### config.mk
export PLATFORM = sky130hd
export DESIGN_NAME = mc_counter_reader
export DESIGN_NICKNAME = d
export VERILOG_FILES = /design/src/rtl/mc_pkg.sv /design/src/rtl/mc_counter_reader.sv
export SDC_FILE = /design/constraint.sdc
export NUM_CORES = 1
export LEC_CHECK = 0
export CAP_MARGIN = 20
export CORE_MARGIN = 2
export CORE_UTILIZATION = 34
export CTS_BUF_LIST = sky130_fd_sc_hd__clkbuf_8
export DETAILED_ROUTE_END_ITERATION = 16
export PLACE_DENSITY = 0.65
export SYNTH_ARGS = -nofsm -noshare
export SYNTH_HDL_FRONTEND = slang
export SYNTH_SLANG_ARGS = --single-unit
### constraint.sdc
create_clock -name io_clk -period 21.5 [get_ports io_clk]
set_input_delay 4.3 -clock io_clk [delete_from_list [all_inputs] [get_ports io_clk]]
set_output_delay 4.3 -clock io_clk [all_outputs]
set_load 0.1 [all_outputs]
### src/rtl/mc_pkg.sv
// Shared definitions for the MC counter read-out path: frame FSM states and
// default geometry (word width, channel count, header magic, frame length).
// Ports: none (package only).
package mc_pkg;

   localparam int unsigned MC_W         = 16;
   localparam int unsigned MC_N_CH      = 32;
   localparam logic [7:0]  MC_MAGIC     = 8'hA5;
   // header + catch + fb + channels + checksum
   localparam int unsigned MC_FRAME_LEN = MC_N_CH + 4;

   typedef enum logic [2:0] {
      IDLE,
      HDR,
      CAT,
      FB,
      CH,
      CSUM,
      CLR
   } mc_state_t;

endpackage

### src/rtl/mc_counter_reader.sv
// Purpose: snapshot catch/fb/channel counters on request and stream them as a
//   framed W-bit word sequence (header, catch, fb, N_CH channels, checksum),
//   optionally pulsing a clear to the counter bank after the frame completes.
// Latency: first word valid 1 cycle after the request edge; 1 word/cycle after.
// Backpressure: each word is held stable on io_txData while io_txValid=1 and
//   io_txReady=0; requests arriving while busy are dropped and flagged.
// Ports: io_clk/io_rst_n (sync, active low); live counters in; io_req and
//   io_clrOnRead control; io_tx* stream out; io_busy/io_overrun/io_clr/io_seq.
module mc_counter_reader
   import mc_pkg::*;
#(
   parameter int unsigned N_CH  = MC_N_CH,
   parameter int unsigned W     = MC_W,
   parameter logic [7:0]  MAGIC = MC_MAGIC
) (
   input  logic            io_clk,
   input  logic            io_rst_n,
   input  logic [W-1:0]    io_catchCounter,
   input  logic [W-1:0]    io_fbCounter,
   input  logic [W*N_CH-1:0] io_outCounter,
   input  logic            io_req,
   input  logic            io_clrOnRead,
   output logic [W-1:0]    io_txData,
   output logic            io_txValid,
   input  logic            io_txReady,
   output logic            io_txLast,
   output logic            io_busy,
   output logic            io_overrun,
   output logic            io_clr,
   output logic [7:0]      io_seq
);

   localparam int unsigned      IDX_W    = (N_CH > 1) ? $clog2(N_CH) : 1;
   localparam logic [IDX_W-1:0] LAST_IDX = IDX_W'(N_CH - 1);

   mc_state_t        state_q;
   logic [IDX_W-1:0] idx_q;
   logic [7:0]       seq_q;
   logic [W-1:0]     sum_q;
   logic [W-1:0]     cat_q;
   logic [W-1:0]     fb_q;
   logic [W-1:0]     ch_q [N_CH];
   logic [W-1:0]     data_q;
   logic             valid_q;
   logic             last_q;
   logic             clr_q;
   logic             overrun_q;

   logic             accept;
   logic [7:0]       seq_d;
   logic [W-1:0]     hdr_word;
   logic [IDX_W-1:0] idx_d;

   assign accept   = valid_q & io_txReady;
   assign seq_d    = seq_q + 8'd1;
   assign hdr_word = W'({MAGIC, seq_d});
   assign idx_d    = idx_q + 1'b1;

   // sum_q always holds the sum of every word issued so far in this frame,
   // including the one currently presented, so the checksum word is simply
   // sum_q at the moment the last channel word is accepted.
   always_ff @(posedge io_clk) begin
      if (!io_rst_n) begin
         state_q   <= IDLE;
         idx_q     <= '0;
         seq_q     <= '0;
         sum_q     <= '0;
         cat_q     <= '0;
         fb_q      <= '0;
         data_q    <= '0;
         valid_q   <= 1'b0;
         last_q    <= 1'b0;
         clr_q     <= 1'b0;
         overrun_q <= 1'b0;
         for (int i = 0; i < int'(N_CH); i++) begin
            ch_q[i] <= '0;
         end
      end else begin
         overrun_q <= io_req && (state_q != IDLE);
         clr_q     <= 1'b0;
         case (state_q)
            IDLE: begin
               if (io_req) begin
                  cat_q <= io_catchCounter;
                  fb_q  <= io_fbCounter;
                  for (int i = 0; i < int'(N_CH); i++) begin
                     ch_q[i] <= io_outCounter[i*W +: W];
                  end
                  seq_q   <= seq_d;
                  sum_q   <= hdr_word;
                  data_q  <= hdr_word;
                  valid_q <= 1'b1;
                  state_q <= HDR;
               end
            end
            HDR: begin
               if (accept) begin
                  data_q  <= cat_q;
                  sum_q   <= sum_q + cat_q;
                  state_q <= CAT;
               end
            end
            CAT: begin
               if (accept) begin
                  data_q  <= fb_q;
                  sum_q   <= sum_q + fb_q;
                  state_q <= FB;
               end
            end
            FB: begin
               if (accept) begin
                  data_q  <= ch_q[0];
                  sum_q   <= sum_q + ch_q[0];
                  idx_q   <= '0;
                  state_q <= CH;
               end
            end
            CH: begin
               if (accept) begin
                  if (idx_q == LAST_IDX) begin
                     data_q  <= sum_q;
                     last_q  <= 1'b1;
                     state_q <= CSUM;
                  end else begin
                     data_q <= ch_q[idx_d];
                     sum_q  <= sum_q + ch_q[idx_d];
                     idx_q  <= idx_d;
                  end
               end
            end
            CSUM: begin
               if (accept) begin
                  data_q  <= '0;
                  valid_q <= 1'b0;
                  last_q  <= 1'b0;
                  if (io_clrOnRead) begin
                     clr_q   <= 1'b1;
                     state_q <= CLR;
                  end else begin
                     state_q <= IDLE;
                  end
               end
            end
            CLR: begin
               state_q <= IDLE;
            end
            default: begin
               state_q <= IDLE;
            end
         endcase
      end
   end

   assign io_txData  = data_q;
   assign io_txValid = valid_q;
   assign io_txLast  = last_q;
   assign io_busy    = (state_q != IDLE);
   assign io_overrun = overrun_q;
   assign io_clr     = clr_q;
   assign io_seq     = seq_q;

endmodule

# [Word level (Yosys, flattened, before mapping)]
# Memories as Yosys holds them, arrays and structs flattened.
# Cells that the tools add are included.
[word_totals] reg_bits=84 ramBits=512 inputBits=549 output_inout_bits=29 elab_cells=152 mem_count=1
[memory_table] name="ch_q" depth=32 width=16 rd=2 rd_ports_with_merged_regs=0 wr=32 line="mc_counter_reader.sv:42" rtl="logic [W-1:0] ch_q [N_CH];"
[classes] n_addsub=6 eq_ne=14 mux=71 n_bitwise=33 reduce_logical=16
[ops] operator="two-way mux 16 bit" count=44
[ops] operator="one-hot mux 16 bit (6 select lines)" count=1
[ops] operator="one-hot mux 16 bit (5 select lines)" count=1
[ops] operator="adder 16 bit" count=4
[ops] operator="OR 1 bit" count=32
[ops] operator="two-way mux 3 bit" count=8
[ops] operator="AND reduction 7 bit" count=3
[ops] operator="one-hot mux 3 bit (6 select lines)" count=1
[ops] operator="inequality test 2 bit, second input constant" count=8
[ops] operator="two-way mux 5 bit" count=3
[ops] operator="two-way mux 1 bit" count=10
[ops] operator="one-hot mux 5 bit (2 select lines)" count=1
[ops] operator="adder 8 x 1 -> 8 bit, second input constant" count=1
[ops] operator="AND reduction 4 bit" count=2
[ops] operator="equality test 3 x 2 -> 1 bit, second input constant" count=2
[ops] operator="equality test 3 bit, second input constant" count=2
[ops] operator="AND reduction 3 bit" count=2
[ops] operator="nonzero test 2 bit" count=3
[ops] operator="nonzero test 6 bit" count=1
[ops] operator="adder 5 x 1 -> 5 bit, second input constant" count=1
[ops] operator="equality test 5 bit, second input constant" count=1
[ops] operator="nonzero test 5 bit" count=1
[ops] operator="one-hot mux 1 bit (2 select lines)" count=2
[ops] operator="equality test 3 x 1 -> 1 bit, second input constant" count=1
[ops] operator="other kinds (5)" count=5

# [Depth between registers and ports, before layout]
# An unclocked memory read counts as a cell.
[depth] depth_word=6 mapped_depth=18 depth_no_buf=16

# [Worst setup path before layout]
# Ideal clock, no wire load.
[synth_timing] path_type="input to register" start="in io_rst_n" end="mem ch_q[0][0] in the netlist's numbering, enable pin" setup_time_ns=3.634 t_arrival_ns=13.337 t_required_ns=17.866 path_slack_ns=4.529 cell_stages=4 n_path_buf=3 path_cell_list="clkbuf_1 > clkbuf_1 > clkbuf_1 > nand2_1"
[synth_lines] element="start, declared" line="mc_counter_reader.sv:17" rtl="input logic io_rst_n,"
[synth_lines] element="end, declared" line="mc_counter_reader.sv:42"

# [Final worst setup path]
[layout_timing] start="reg state_q[2]" end="out io_busy"
[layout_between] elab_chain_len=1
[layout_rtl] element="start, declared" line="mc_counter_reader.sv:36" rtl="mc_state_t state_q;"
[layout_rtl] element="start signal, assigned" line="mc_counter_reader.sv:64" rtl="state_q <= IDLE;"
[layout_rtl] element="start signal, assigned" line="mc_counter_reader.sv:93" rtl="state_q <= HDR;"
[layout_rtl] element="start signal, assigned" line="mc_counter_reader.sv:100" rtl="state_q <= CAT;"
[layout_rtl] element="nonzero test 3 bit" line="mc_counter_reader.sv:157" rtl="assign io_busy = (state_q != IDLE);"
[layout_rtl] element="end, declared" line="mc_counter_reader.sv:27" rtl="output logic io_busy,"
# Every way passes these cells.

==> impl_metrics.csv <==
group,metric,value,unit
clock_network,cts_tree,"yes",
route,vias,18400,
clock_network,htreeDepth,3,
route,viasPerCell,4.98,
clock_network,clkLatencyLatePin,0.71,ns
clock_network,cts_hold_buf,0,
worst_setup_path,worstPathRequired,17.20,ns
timing,hold_viol,0,
yosys,ys.flop_type,"edfxtp_1",
worst_setup_path,worst_setup_path_end_kind,"output pin",
floorplan,rows,104,
yosys,ys_seq_area_share,61.5,%
route,ant_nets,0,
yosys,synth_edf_count,512,
worst_setup_path,critPathMaxFanout,19,
clock_network,ctsResizeCount,0,
cells_and_area,fin_nets,3096,
timing,clock.fmax,133,MHz
grt,grt_overflow_total,0,
cells_and_area,multiInputGateArea,10100,um^2
yosys,synthAdderAreaFrac,0.884,%
cells_and_area,seqCellArea,17100,um^2
timing,final-setup-viol-count,0,
yosys,yosys_warnings,0,
timing,rsz0062_at_grt,"false",
worst_setup_path,path_cells,"nor3_1 -> inv_1 -> clkdlybuf4s50_1",
yosys,async_flop_share,0,%
placement,dp.cells,3480,
cells_and_area,num-fill-cells,7193,
yosys,synth_seq_cells,596,
placement,dp_hpwl,62200,um
route,wl_per_cell,23.3,um
timing,hold_ws,0.466,ns
yosys,synth_compound_area_share,4.81,%
timing,fin_crit_sh,35.1,%
clock_network,clkSinkCount,596,
yosys,netlist.area_leader.share,55.4,%
pwr,p_leak,13.4,nW
grt,grt_pass1_vias,19300,
floorplan,fp.dieArea,83900,um^2
worst_setup_path,worst-path-buf-inv,2,
floorplan,chipWidth,290,um
yosys,synth_area,27700,um^2
min_path,min_path_type,"reg -> reg",
floorplan,initial_core_util,34.4,%
worst_setup_path,crit_path_start_kind,"register",
yosys,syn-num-nets,2527,
grt,grt_start_max_net_pins,195,
yosys,syn_inst,1959,
worst_setup_path,slowest_stage,"clkdlybuf4s50_1",
yosys,yosysUniqueCellTypes,57,
clock_network,cts_buffers,105,
worst_setup_path,crit_type,"reg -> out",
job,maxCapViolCount,0,
timing,period_needed,7.54,ns
yosys,synth_top_family_by_area,"simple AND/OR/NAND/NOR gates",
yosys,ys_top_cells_by_area,"edfxtp_1, mux4_2, and2_1",
pwr,power_density,76.4,nW/um^2
yosys,synthMuxAreaShare,14.1,%
grt,antenna_found_initial,31,
cells_and_area,layout.core_utilization,45.4,%
timing,worstMarginPinSlew,1.21,ns
worst_setup_path,reg2reg_slack,15.13,ns
run_status,status,"finished, final reports clean",
route,drt_iter0_markers,1400,
clock_network,clockBufferDepth,3,
route,first_pass_iters,6,
grt,grt_pass1_wl,123000,um
worst_setup_path,cpPeakStageDelay,1.24,ns
cells_and_area,stdcell_count,3691,
yosys,synth_common_cells,"and2_1, edfxtp_1, mux4_2",
yosys,synth-simple-area-share,15.7,%
cells_and_area,syn_to_final_growth,32.0,%
yosys,yosysMostFrequentCell,"and2_1",
placement,numPortBuffers,577,
placement,post_dp_cell_area,34500,um^2
floorplan,fp.dieH,290,um
clock_network,cts_setup_buffers,0,
route,drc,0,
floorplan,ios,578,
clock_network,cts-root-buf,"clkbuf_8",
timing,setup_tns,0,ns
yosys,avgSynthCellArea,14.2,um^2
timing,skew,0.0405,ns
pwr,ir_worst_vdd,49.9,uV
cells_and_area,drive_gt1_share,12.6,%
yosys,synth_xor_xnor_area_share,0.915,%
clock_network,clkTransAtPathRegs,0.06,ns
grt,grt_usage,20.2,%
placement,place_congestion,0.904,
worst_setup_path,path_delay_family,"buffers and inverters",
timing,relSlewSlack,19.2,%
route,wl,86000,um
worst_setup_path,worstPathArrival,3.24,ns
timing,slew_viol_final,0,
cells_and_area,final_cell_area,36600,um^2
floorplan,core_area,80700,um^2
yosys,yosys.area.top_type,"edfxtp_1",
worst paths after layout:
check / depth (start not counted) / from / endpoint
max: 3 / state_q[2] / io_busy
min: 2 / fb_q[9] / fb_q[9]
max reg2reg: 15 / idx_q[0] / sum_q[15]
min reg2reg: 2 / fb_q[9] / fb_q[9]
final cells by class:
class	count	area share, %
clock buffers	110	4.13
clock inverters	80	1.43
well taps	1060	3.62
diodes	20	0.137
multi-input cells	1217	27.6
flip-flops and latches	596	46.6
inverters	9	0.0923
repair buffers	599	16.3
power by group:
| group | leakage [nW] | switching (mW) | internal (mW) |
|---|---|---|---|
| Sequential | 6.18 | 0.0360 | 1.37 |
| Combinational | 6.02 | 0.178 | 0.179 |
| Clock | 1.16 | 0.491 | 0.538 |
| Total | 13.4 | 0.705 | 2.09 |
metrics by stage:
step                total power [mW]  worst slack [ns]
finish                          2.80             13.96
CTS                             2.83             13.93
global route                    2.91             13.85
global placement                1.78             13.45
floorplan                       1.64              4.53
detailed placement              1.79             13.26
flip-flops by register name, summed over array words and instances (netlist names):
register    cells
fb_q           16
io_txData      16
io_seq          8
sum_q          16
ch_q          512
io_txLast       1
cat_q          16
io_txValid      1
io_overrun      1
io_clr          1
idx_q           5
state_q         3
cells in the final DEF (no fill, tap or decap), drive strengths merged, types with 6 or more instances in the layout:
| master | netlist | final |
|---|---|---|
| a22oi | 9 | 9 |
| dfxtp | 84 | 84 |
| a21oi | 33 | 33 |
| and3 | 11 | 11 |
| clkbuf | 108 | 110 |
| o21ai | 57 | 57 |
| clkdlybuf4s50 | 0 | 576 |
| buf | 29 | 23 |
| xnor2 | 17 | 17 |
| nand3 | 19 | 19 |
| xor2 | 9 | 9 |
| edfxtp | 512 | 512 |
| mux4 | 158 | 158 |
| nor2b | 10 | 10 |
| a21boi | 32 | 32 |
| mux2i | 33 | 33 |
| nor3 | 7 | 7 |
| and2 | 524 | 524 |
| o221ai | 14 | 14 |
| nand2 | 136 | 136 |
| inv | 8 | 46 |
| o21a | 8 | 8 |
| diode | 0 | 20 |
| clkinv | 1 | 35 |
| o22ai | 7 | 7 |
| nor2 | 57 | 57 |
| a31oi | 6 | 6 |
| a211oi | 7 | 7 |
| ha | 18 | 18 |
worst reg2reg max path, delay by kind of cell, from the launching register on:
kind                     cells  cell delay [ns]
AO/OA/AOI/OAI                7             1.83
multiplexers                 3             1.58
buffers and inverters        2             1.38
flip-flops                   1             0.78
adder cells (fa/ha/maj)      1             0.36
XOR/XNOR                     1             0.19
AND/OR/NAND/NOR              1             0.11
kinds of logic (layout without fill, tap and decap cells):
family                   count (synthesis)  after routing
AO/OA/AOI/OAI                          203            203
XOR/XNOR                                26             26
adder cells (fa/ha/maj)                 19             19
buffers and inverters                  146            798
flip-flops                             596            596
multiplexers                           192            192
other                                    0             20
AND/OR/NAND/NOR                        777            777
routing by layer:
layer / part of all wire, % / track usage, % / vias to the layer above
li1: - / - / 8408
met1: 41 / 26.2 / 9068
met2: 49 / 33.0 / 741
met3: 7.5 / 4.87 / 146
met4: 2.8 / 7.50 / 6
met5: 0.038 / 0 / -
Note: power is estimated with default switching activity, not from simulation.
